**config.mk**
```make
export PLATFORM = sky130hd
export DESIGN_NAME = crc32_pol4_check_flat
export DESIGN_NICKNAME = d
export VERILOG_FILES = /design/src/rtl/crc32_pol4_check_if.sv /design/src/rtl/crc32_pol4_check.sv /design/src/flat_wrapper.sv
export SDC_FILE = /design/constraint.sdc
export NUM_CORES = 1
export LEC_CHECK = 0
export ABC_AREA = 1
export BUFFER_PORTS_ARGS = -buffer_cell sky130_fd_sc_hd__buf_2
export CORE_AREA = 5 5 145 147
export CTS_CLUSTER_DIAMETER = 40
export CTS_CLUSTER_SIZE = 10
export DETAILED_ROUTE_END_ITERATION = 10
export DIE_AREA = 0 0 150 152
export SLEW_MARGIN = 10
export SYNTH_ARGS = -nofsm -noshare
export SYNTH_HDL_FRONTEND = slang
export SYNTH_SLANG_ARGS = --single-unit
```
**constraint.sdc**
```tcl
create_clock -name clk_i -period 2.4 [get_ports clk_i]
set_input_delay 0.12 -clock clk_i [delete_from_list [all_inputs] [get_ports clk_i]]
set_output_delay 0.12 -clock clk_i [all_outputs]
set_load 0.005 [all_outputs]
```
**src/rtl/crc32_pol4_check_if.sv**
```systemverilog
// Stream and result handshake bundle for the CRC32 frame checker.
// master = traffic source / result sink, slave = checker.
interface crc32_pol4_check_if #(
  parameter int LEN_W = 16
);
  logic [7:0]       data_i;
  logic             valid_i;
  logic             sop_i;
  logic             eop_i;
  logic             ready_o;
  logic             res_valid_o;
  logic             res_ready_i;
  logic             res_ok_o;
  logic             res_short_o;
  logic             res_ovf_o;
  logic [LEN_W-1:0] res_len_o;
  logic [31:0]      res_crc_o;
  logic [31:0]      res_rcv_crc_o;

  modport master (
    output data_i, valid_i, sop_i, eop_i, res_ready_i,
    input  ready_o, res_valid_o, res_ok_o, res_short_o, res_ovf_o,
           res_len_o, res_crc_o, res_rcv_crc_o
  );

  modport slave (
    input  data_i, valid_i, sop_i, eop_i, res_ready_i,
    output ready_o, res_valid_o, res_ok_o, res_short_o, res_ovf_o,
           res_len_o, res_crc_o, res_rcv_crc_o
  );
endinterface

```
**src/rtl/crc32_pol4_check.sv**
```systemverilog
// Byte-serial CRC32 (poly 0x1EDC6F41, MSB-first, no final XOR) frame checker.
// The last 4 bytes of each packet are the big-endian CRC trailer.
//
// state  | meaning
// S_IDLE | waiting for a sop beat; non-sop beats are accepted and dropped
// S_PKT  | collecting packet bytes
// S_RES  | result held on res_*, waiting for res_ready_i
module crc32_pol4_check #(
  parameter int          LEN_W = 16,
  parameter logic [31:0] INIT  = 32'hFFFF_FFFF
) (
  input  logic               clk_i,
  input  logic               rst_i,
  crc32_pol4_check_if.slave  bus
);

  localparam logic [31:0]      POLY    = 32'h1EDC_6F41;
  localparam logic [LEN_W-1:0] LEN_MAX = '1;

  typedef enum logic [1:0] {S_IDLE, S_PKT, S_RES} state_e;

  function automatic logic [31:0] next8(input logic [31:0] c, input logic [7:0] d);
    logic [31:0] r;
    r = c;
    for (int i = 7; i >= 0; i--) begin
      if (r[31] ^ d[i]) r = (r << 1) ^ POLY;
      else              r = r << 1;
    end
    return r;
  endfunction

  state_e           state_q, state_d;
  logic [3:0][7:0]  dl_q, dl_d;
  logic [2:0]       held_q, held_d;
  logic [31:0]      crc_q, crc_d;
  logic [LEN_W-1:0] len_q, len_d;
  logic             ovf_q, ovf_d;

  logic             res_ok_q, res_ok_d;
  logic             res_short_q, res_short_d;
  logic             res_ovf_q, res_ovf_d;
  logic [LEN_W-1:0] res_len_q, res_len_d;
  logic [31:0]      res_crc_q, res_crc_d;
  logic [31:0]      res_rcv_q, res_rcv_d;

  logic ready;
  logic accept;
  logic start;
  logic cont;
  logic short_pkt;

  always_comb begin
    state_d     = state_q;
    dl_d        = dl_q;
    held_d      = held_q;
    crc_d       = crc_q;
    len_d       = len_q;
    ovf_d       = ovf_q;
    res_ok_d    = res_ok_q;
    res_short_d = res_short_q;
    res_ovf_d   = res_ovf_q;
    res_len_d   = res_len_q;
    res_crc_d   = res_crc_q;
    res_rcv_d   = res_rcv_q;
    short_pkt   = 1'b0;

    ready  = !rst_i && (state_q != S_RES || bus.res_ready_i);
    accept = bus.valid_i && ready;
    start  = accept && bus.sop_i;
    cont   = accept && !bus.sop_i && (state_q == S_PKT);

    if (state_q == S_RES && bus.res_ready_i) state_d = S_IDLE;

    if (start) begin
      crc_d  = INIT;
      len_d  = '0;
      ovf_d  = 1'b0;
      held_d = 3'd1;
      dl_d   = {24'h0, bus.data_i};
    end else if (cont) begin
      // The oldest held byte is payload once four newer bytes exist behind it.
      if (held_q == 3'd4) begin
        crc_d = next8(crc_q, dl_q[3]);
        if (len_q == LEN_MAX) ovf_d = 1'b1;
        else                  len_d = len_q + 1'b1;
      end else begin
        held_d = held_q + 3'd1;
      end
      dl_d = {dl_q[2:0], bus.data_i};
    end

    if (start || cont) begin
      state_d = bus.eop_i ? S_RES : S_PKT;
      if (bus.eop_i) begin
        short_pkt   = (held_d != 3'd4);
        res_short_d = short_pkt;
        res_rcv_d   = dl_d;
        res_crc_d   = short_pkt ? INIT : crc_d;
        res_len_d   = short_pkt ? '0 : len_d;
        res_ovf_d   = ovf_d;
        res_ok_d    = !short_pkt && (crc_d == dl_d);
      end
    end
  end

  always_ff @(posedge clk_i) begin
    if (rst_i) begin
      state_q     <= S_IDLE;
      dl_q        <= '0;
      held_q      <= '0;
      crc_q       <= '0;
      len_q       <= '0;
      ovf_q       <= 1'b0;
      res_ok_q    <= 1'b0;
      res_short_q <= 1'b0;
      res_ovf_q   <= 1'b0;
      res_len_q   <= '0;
      res_crc_q   <= '0;
      res_rcv_q   <= '0;
    end else begin
      state_q     <= state_d;
      dl_q        <= dl_d;
      held_q      <= held_d;
      crc_q       <= crc_d;
      len_q       <= len_d;
      ovf_q       <= ovf_d;
      res_ok_q    <= res_ok_d;
      res_short_q <= res_short_d;
      res_ovf_q   <= res_ovf_d;
      res_len_q   <= res_len_d;
      res_crc_q   <= res_crc_d;
      res_rcv_q   <= res_rcv_d;
    end
  end

  assign bus.ready_o       = ready;
  assign bus.res_valid_o   = (state_q == S_RES);
  assign bus.res_ok_o      = res_ok_q;
  assign bus.res_short_o   = res_short_q;
  assign bus.res_ovf_o     = res_ovf_q;
  assign bus.res_len_o     = res_len_q;
  assign bus.res_crc_o     = res_crc_q;
  assign bus.res_rcv_crc_o = res_rcv_q;

endmodule

```
**src/flat_wrapper.sv**
```systemverilog
// flat-port wrapper written by rule: the top's interface ports become plain ports
module crc32_pol4_check_flat 
#(
  parameter int          LEN_W = 16,
  parameter logic [31:0] INIT  = 32'hFFFF_FFFF
)
  (clk_i, rst_i, bus_data_i, bus_valid_i, bus_sop_i, bus_eop_i, bus_res_ready_i, bus_ready_o, bus_res_valid_o, bus_res_ok_o, bus_res_short_o, bus_res_ovf_o, bus_res_len_o, bus_res_crc_o, bus_res_rcv_crc_o);
  crc32_pol4_check_if #(.LEN_W(LEN_W)) bus_i ();
  input  logic clk_i;
  input  logic rst_i;
  input wire logic [$bits(bus_i.data_i)-1:0] bus_data_i;
  input wire logic [$bits(bus_i.valid_i)-1:0] bus_valid_i;
  input wire logic [$bits(bus_i.sop_i)-1:0] bus_sop_i;
  input wire logic [$bits(bus_i.eop_i)-1:0] bus_eop_i;
  input wire logic [$bits(bus_i.res_ready_i)-1:0] bus_res_ready_i;
  output wire logic [$bits(bus_i.ready_o)-1:0] bus_ready_o;
  output wire logic [$bits(bus_i.res_valid_o)-1:0] bus_res_valid_o;
  output wire logic [$bits(bus_i.res_ok_o)-1:0] bus_res_ok_o;
  output wire logic [$bits(bus_i.res_short_o)-1:0] bus_res_short_o;
  output wire logic [$bits(bus_i.res_ovf_o)-1:0] bus_res_ovf_o;
  output wire logic [$bits(bus_i.res_len_o)-1:0] bus_res_len_o;
  output wire logic [$bits(bus_i.res_crc_o)-1:0] bus_res_crc_o;
  output wire logic [$bits(bus_i.res_rcv_crc_o)-1:0] bus_res_rcv_crc_o;
  assign bus_i.data_i = bus_data_i;
  assign bus_i.valid_i = bus_valid_i;
  assign bus_i.sop_i = bus_sop_i;
  assign bus_i.eop_i = bus_eop_i;
  assign bus_i.res_ready_i = bus_res_ready_i;
  assign bus_ready_o = bus_i.ready_o;
  assign bus_res_valid_o = bus_i.res_valid_o;
  assign bus_res_ok_o = bus_i.res_ok_o;
  assign bus_res_short_o = bus_i.res_short_o;
  assign bus_res_ovf_o = bus_i.res_ovf_o;
  assign bus_res_len_o = bus_i.res_len_o;
  assign bus_res_crc_o = bus_i.res_crc_o;
  assign bus_res_rcv_crc_o = bus_i.res_rcv_crc_o;
  crc32_pol4_check #(.LEN_W(LEN_W), .INIT(INIT)) u_core (.clk_i(clk_i), .rst_i(rst_i), .bus(bus_i));
endmodule
```
=== Word-level counts from Yosys, hierarchy flattened ===
Index checks and enable logic that the tools add are counted.

* Output and inout port bits: 85
* Bits of input ports: 14
* Logic and storage cells: 104
* Register bits: 169

* Reductions and logical operators: 14
* $add $sub $neg: 2
* Bitwise operators: 16
* Equal/unequal tests: 7
* Mux-type cells: 50

{| class="wikitable"
|+ Operator list
! cell !! count
|-
| 32-bit 2-to-1 mux || 27
|-
| 29-bit 2-to-1 mux || 8
|-
| 17-bit inverter || 8
|-
| 16-bit 2-to-1 mux || 5
|-
| 32-bit equality test || 1
|-
| 16-bit by 1-bit adder with 16-bit output, second input constant || 1
|-
| 16-bit equality test, second input constant || 1
|-
| 3-bit 2-to-1 mux || 3
|-
| 1-bit bitwise XOR || 8
|-
| 1-bit logical AND || 7
|-
| 2-bit 2-to-1 mux || 3
|-
| 1-bit 2-to-1 mux || 4
|-
| 3-bit by 1-bit adder with 3-bit output, second input constant || 1
|-
| 3-bit equality test, second input constant || 1
|-
| 1-bit zero test || 3
|-
| 3-bit inequality test, second input constant || 1
|-
| 2-bit by 1-bit equality test with 1-bit output, second input constant || 1
|-
| 2-bit equality test, second input constant || 1
|-
| 1-bit logical OR || 2
|-
| 2-bit inequality test, second input constant || 1
|-
| 2-bit AND reduction || 1
|-
| 2-bit nonzero test || 1
|}

=== Depth between registers and ports, before layout ===
* Word-level depth: 45
* Mapped depth: 22
* Depth with buffers taken out: 22

=== Worst setup path before layout ===
OpenSTA, ideal clock, no wires.

* Path type: reg2reg
* From: register u_core.len_q[0]
* To: register u_core.res_len_q[6] (netlist: u_core.bus.res_len_o[6])
* Arrival time: 1940 ps
* Buffers on the path: 1
* Setup slack: 344 ps
* Stages on the path, launching flop included: 15
* Cell sequence: dfxtp_1 ha_1 inv_1 nor3_1 nand4_1 nor2_1 nand2_1 nand2_1 buf_2 inv_1 nand3_1 o21bai_1 o21ai_0 nor2_1 a22o_1

* Cells in the longest elaborated chain, start to end: 6
* Elaborated cells between the ends (all ways): 7
* Classes of those cells: add/sub: 1; eq/ne: 1; mux: 5

{| class="wikitable"
|+ Ends and longest elaborated chain
! item !! RTL line !! text
|-
| start, declared || crc32_pol4_check.sv:36 || <nowiki>logic [LEN_W-1:0] len_q, len_d;</nowiki>
|-
| start signal, assigned || crc32_pol4_check.sv:125 || <nowiki>len_q <= len_d;</nowiki>
|-
| 16-bit by 1-bit adder with 16-bit output or 16-bit equality test (tied branches) || crc32_pol4_check.sv:85, crc32_pol4_check.sv:84 ||
|-
| 16-bit 2-to-1 mux (*) || crc32_pol4_check.sv:84 || <nowiki>if (len_q == LEN_MAX) ovf_d = 1'b1;</nowiki>
|-
| 16-bit 2-to-1 mux (*) || crc32_pol4_check.sv:82 || <nowiki>if (held_q == 3'd4) begin</nowiki>
|-
| 16-bit 2-to-1 mux (*) || crc32_pol4_check.sv:80 || <nowiki>end else if (cont) begin</nowiki>
|-
| 16-bit 2-to-1 mux (*) || crc32_pol4_check.sv:74 || <nowiki>if (start) begin</nowiki>
|-
| 16-bit 2-to-1 mux (*) || crc32_pol4_check.sv:99 || <nowiki>res_len_d = short_pkt ? '0 : len_d;</nowiki>
|-
| end signal, assigned || crc32_pol4_check.sv:130 || <nowiki>res_len_q <= res_len_d;</nowiki>
|-
| end, declared || crc32_pol4_check.sv:42 || <nowiki>logic [LEN_W-1:0] res_len_q, res_len_d;</nowiki>
|}

Every way passes the cells marked *; elsewhere a longest branch is shown, timed or not.
A chain may end at the register's enable or synchronous reset.

=== Worst setup path after layout ===
* From: register u_core.crc_q[29]
* To: register u_core.res_ok_q (netlist: u_core.bus.res_ok_o)

* Cells in the longest elaborated chain, start to end: 37
* Elaborated cells between the ends (all ways): 40
* Classes of those cells: eq/ne: 1; mux: 30; bitwise: 8; reduce/logical: 1

{| class="wikitable"
|+ Ends and longest elaborated chain
! item !! RTL line !! text
|-
| start, declared || crc32_pol4_check.sv:35 || <nowiki>logic [31:0] crc_q, crc_d;</nowiki>
|-
| start signal, assigned || crc32_pol4_check.sv:124 || <nowiki>crc_q <= crc_d;</nowiki>
|-
| 32-bit 2-to-1 mux || crc32_pol4_check.sv:82 ||
|-
| 32-bit 2-to-1 mux || crc32_pol4_check.sv:80 ||
|-
| 32-bit 2-to-1 mux || crc32_pol4_check.sv:74 ||
|-
| 32-bit 2-to-1 mux || crc32_pol4_check.sv:82 ||
|-
| 32-bit 2-to-1 mux || crc32_pol4_check.sv:80 ||
|-
| 32-bit 2-to-1 mux || crc32_pol4_check.sv:74 ||
|-
| 1-bit bitwise XOR || crc32_pol4_check.sv:26 || <nowiki>if (r[31] ^ d[i]) r = (r << 1) ^ POLY;</nowiki>
|-
| 29-bit 2-to-1 mux || crc32_pol4_check.sv:26 ||
|-
| [21 not listed] || n/a ||
|-
| 32-bit 2-to-1 mux || crc32_pol4_check.sv:74 ||
|-
| 17-bit inverter (no source line) || n/a ||
|-
| 29-bit 2-to-1 mux || crc32_pol4_check.sv:26 ||
|-
| 32-bit 2-to-1 mux || crc32_pol4_check.sv:82 ||
|-
| 32-bit 2-to-1 mux (*) || crc32_pol4_check.sv:80 ||
|-
| 32-bit 2-to-1 mux (*) || crc32_pol4_check.sv:74 ||
|-
| 32-bit equality test (*) || crc32_pol4_check.sv:101 || <nowiki>res_ok_d = !short_pkt && (crc_d == dl_d);</nowiki>
|-
| 1-bit logical AND (*) || crc32_pol4_check.sv:101 ||
|-
| end signal, assigned || crc32_pol4_check.sv:127 || <nowiki>res_ok_q <= res_ok_d;</nowiki>
|-
| end, declared || crc32_pol4_check.sv:39 || <nowiki>logic res_ok_q, res_ok_d;</nowiki>
|}

Every way passes the cells marked *; elsewhere a longest branch is shown, timed or not. The select of a mux whose other input is x is not followed.

==> impl_metrics.env <==
export IMPL_cts_htree_levels=4
export IMPL_die_y_um=152
export IMPL_slew_headroom_pct=51.2
export IMPL_cpPeakStageDelay_ns=0.36
export IMPL_critPathLaunch="u_core.crc_q[29]"
export IMPL_clock_sinks=169
export IMPL_required_ns=2.77
export IMPL_cts_root_buf="clkbuf_16"
export IMPL_period_share_pct=97.1
export IMPL_cts_tree="done"
export IMPL_cts_buffers_inserted=17
export IMPL_r2r_start="u_core.crc_q[29]"
export IMPL_critPathArrivalTime_ns=2.71
export IMPL_area_growth_pct=36.1
export IMPL_finalWeightedCongestion=0.975
export IMPL_path_cells="inv_2, nand2_2, nand2_4, nand2_4, nand2_4, nand2_4, nand2_4, nand2_4, nand2_4, buf_12, nand2_1, inv_2, nand2_2, nand3_2, nand2_2, nand2_2, nand3_2, nor2_2, nand2_1, nor2_2, nand3_1, nand2_1"
export IMPL_cp_end_kind="register"
export IMPL_yosysTopAreaCell="dfxtp_1"
export IMPL_ys_warn_count=0
export IMPL_crit_top_cell="nand2_4"
export IMPL_path_max_fanout=7
export IMPL_hold_viol=0
export IMPL_fillerInstances=1907
export IMPL_power_static_leakage_nw=6.07
export IMPL_core_area_um2=19800
export IMPL_start_kind="register"
export IMPL_dp_hpwl_mm=21.5
export IMPL_final_cell_mix="nand2_1, dfxtp_1, inv_1"
export IMPL_fmax_mhz=429
export IMPL_synth_seq_cells=169
export IMPL_syn_cell_area_um2=8620
export IMPL_setup_ws_ns=0.0684
export IMPL_antenna_found_initial=0
export IMPL_grt_pass1_vias=8229
export IMPL_synth_area_leaders="dfxtp_1, nand2_1, inv_1, nand3_1, nor2_1"
export IMPL_vdd_drop_max_mv=0.564
export IMPL_rsz0062_at_grt="true"
export IMPL_port_buffers=98
export IMPL_placedCellCount=1689
export IMPL_ys_seq_area_share_pct=39.3
export IMPL_criticalPathCategory="register to register"
export IMPL_grt_pass1_wl_mm=44.7
export IMPL_tightest_slew_ns=0.733
export IMPL_ant_nets=0
export IMPL_stdcell_count=1751
export IMPL_hold_path_class="input port to register"
export IMPL_std_cell_rows=52
export IMPL_pre_cts_ws_ns=-0.223
export IMPL_critPathBufInv=3
export IMPL_setup_violations=0
export IMPL_syn_instance_count=1250
export IMPL_synthesis_nets=1267
export IMPL_p_per_area_nw_per_um2=614
export IMPL_first_iter_violations=825
export IMPL_track_usage_pct=24.8
export IMPL_clkLatencyLatePin_ns=0.43
export IMPL_vias_per_cell=5.18
export IMPL_dieArea_um2=22800
export IMPL_maxCapViolations=0
export IMPL_wl_mm=29.2
export IMPL_clk_path_buf_depth=2
export IMPL_min_from="bus_res_ready_i"
export IMPL_path_clk_slew_ns=0.07
export IMPL_grt_max_degree=63
export IMPL_overflow=0
export IMPL_start_util_pct=43.6
export IMPL_final_max_slew_viol_count=0
export IMPL_synth_top_area_share_pct=39.3
export IMPL_synth_area_per_cell_um2=6.89
export IMPL_synth_cell_types=44
export IMPL_drc_errors=0
export IMPL_finalSetupTns_ns=0
export IMPL_first_pass_iters=6
export IMPL_final_common_cell="nand2_1"
export IMPL_die_w_um=150
export IMPL_final_net_count=1487
export IMPL_ios=99
export IMPL_finClkSkew_ns=0.00806
export IMPL_diodes=0
export IMPL_final_layout_size_suffix_gt1_share_pct=32.1
export IMPL_wl_per_cell_um=16.7
export IMPL_cp_top_family="simple AND/OR/NAND/NOR gates"
export IMPL_crit_slowest_cell="dfxtp_4"
export IMPL_status="finished clean"
export IMPL_num_vias=9077
export IMPL_final_min_clock_period_ns=2.33
[final timing paths]
kind / endpoint / slack [ns] / cells after the start
worst max-delay path: u_core.bus.res_ok_o / 0.07 / 22
worst min-delay path: u_core.state_q[1] / 0.04 / 3
worst max register to register: u_core.bus.res_ok_o / 0.07 / 22
worst min register to register: u_core.bus.res_len_o[15] / 0.46 / 2
[per-layer routing]
metal / vias up / share of wire [%] / track usage, %
li1: 4466 / - / -
met2: 346 / 45 / 36.6
met5: - / 0 / 0
met1: 4224 / 47 / 37.0
met4: 0 / 1.8 / 7.54
met3: 41 / 7.0 / 4.08
[kinds of logic after synthesis]
group / count (synthesis) / share of synthesized area (%)
multiplexers: 3 / 0.348
AO/OA/AOI/OAI: 159 / 12.4
flip-flops: 169 / 39.3
buffers and inverters: 210 / 9.65
AND/OR/NAND/NOR: 667 / 33.8
adder cells (fa/ha/maj): 3 / 0.436
XOR/XNOR: 39 / 4.05
[stage by stage]
stage          utilization, %  hold WS (ns)  area (µm²)  power (mW)
6_report                 59.3        0.0447       11700        7.20
4_1_cts                  55.1        0.0277       10900        7.01
2_1_floorplan               -         0.268        8620        3.85
5_1_grt                  59.3        0.0552       11700        7.53
3_5_place_dp             51.5         0.414       10200        4.37
3_3_place_gp             51.5         0.407       10200        4.35
[cells in the mapped netlist (all sizes together)]
cell type,count
o221a,1
or2,7
a31oi,2
a21oi,60
xor2,32
o22a,31
nor2,133
nand3,113
inv,160
a22o,15
o21ai,26
mux2i,3
nand4,14
dfxtp,169
clkbuf,25
a2111oi,1
nor3,30
xnor2,7
nor4,2
a221oi,1
nand2,364
o211ai,1
nor3b,1
nand3b,3
o21bai,1
o221ai,17
o21a,2
a211oi,1
buf,25
ha,3
[worst reg2reg max path: stages, from the launching register on]
cell     delay [ns]
dfxtp_4        0.36
inv_2          0.08
nand2_2        0.07
nand2_4        0.11
nand2_4        0.06
nand2_4        0.10
nand2_4        0.08
nand2_4        0.07
nand2_4        0.07
nand2_4        0.10
buf_12         0.13
nand2_1        0.09
inv_2          0.11
nand2_2        0.07
nand3_2        0.08
nand2_2        0.05
nand2_2        0.07
nand3_2        0.11
nor2_2         0.13
nand2_1        0.08
nor2_2         0.12
nand3_1        0.08
nand2_1        0.05
[cell type report]
class	instances	area, µm²	share of cell area (%)
Multi-Input combinational cell	871	5060	43.2
Sequential cell	169	3420	29.2
Timing Repair Buffer	251	1730	14.7
Inverter	160	617	5.26
Clock buffer	19	443	3.78
Tap cell	270	338	2.88
Clock inverter	11	116	0.992
[registers in the layout (all words and copies together) (netlist names)]
register / cells
u_core.bus.res_rcv_crc_o: 32
u_core.crc_q: 32
u_core.bus.res_short_o: 1
u_core.ovf_q: 1
u_core.bus.res_ok_o: 1
u_core.bus.res_len_o: 16
u_core.len_q: 16
u_core.dl_q: 32
u_core.bus.res_ovf_o: 1
u_core.state_q: 2
u_core.held_q: 3
u_core.bus.res_crc_o: 32
[report_power, final]
| group | internal (mW) | total (mW) | switching, mW |
|---|---|---|---|
| registers | 2.89 | 2.96 | 0.0694 |
| clock network | 1.46 | 2.64 | 1.18 |
| logic | 0.655 | 1.60 | 0.950 |
[timing repair]
| item | in CTS | in global routing |
|---|---|---|
| buffers inserted | 7 | 24 |
| gates cloned | 1 | 0 |
| pin swaps | 4 | 55 |
| gates resized for setup | 27 | 183 |
| hold buffers | 1 | 0 |
| hold endpoints to repair | 1 | 0 |
| endpoints found under the setup margin | 1 | 32 |
No activity file was read; power rests on OpenSTA's default activity.
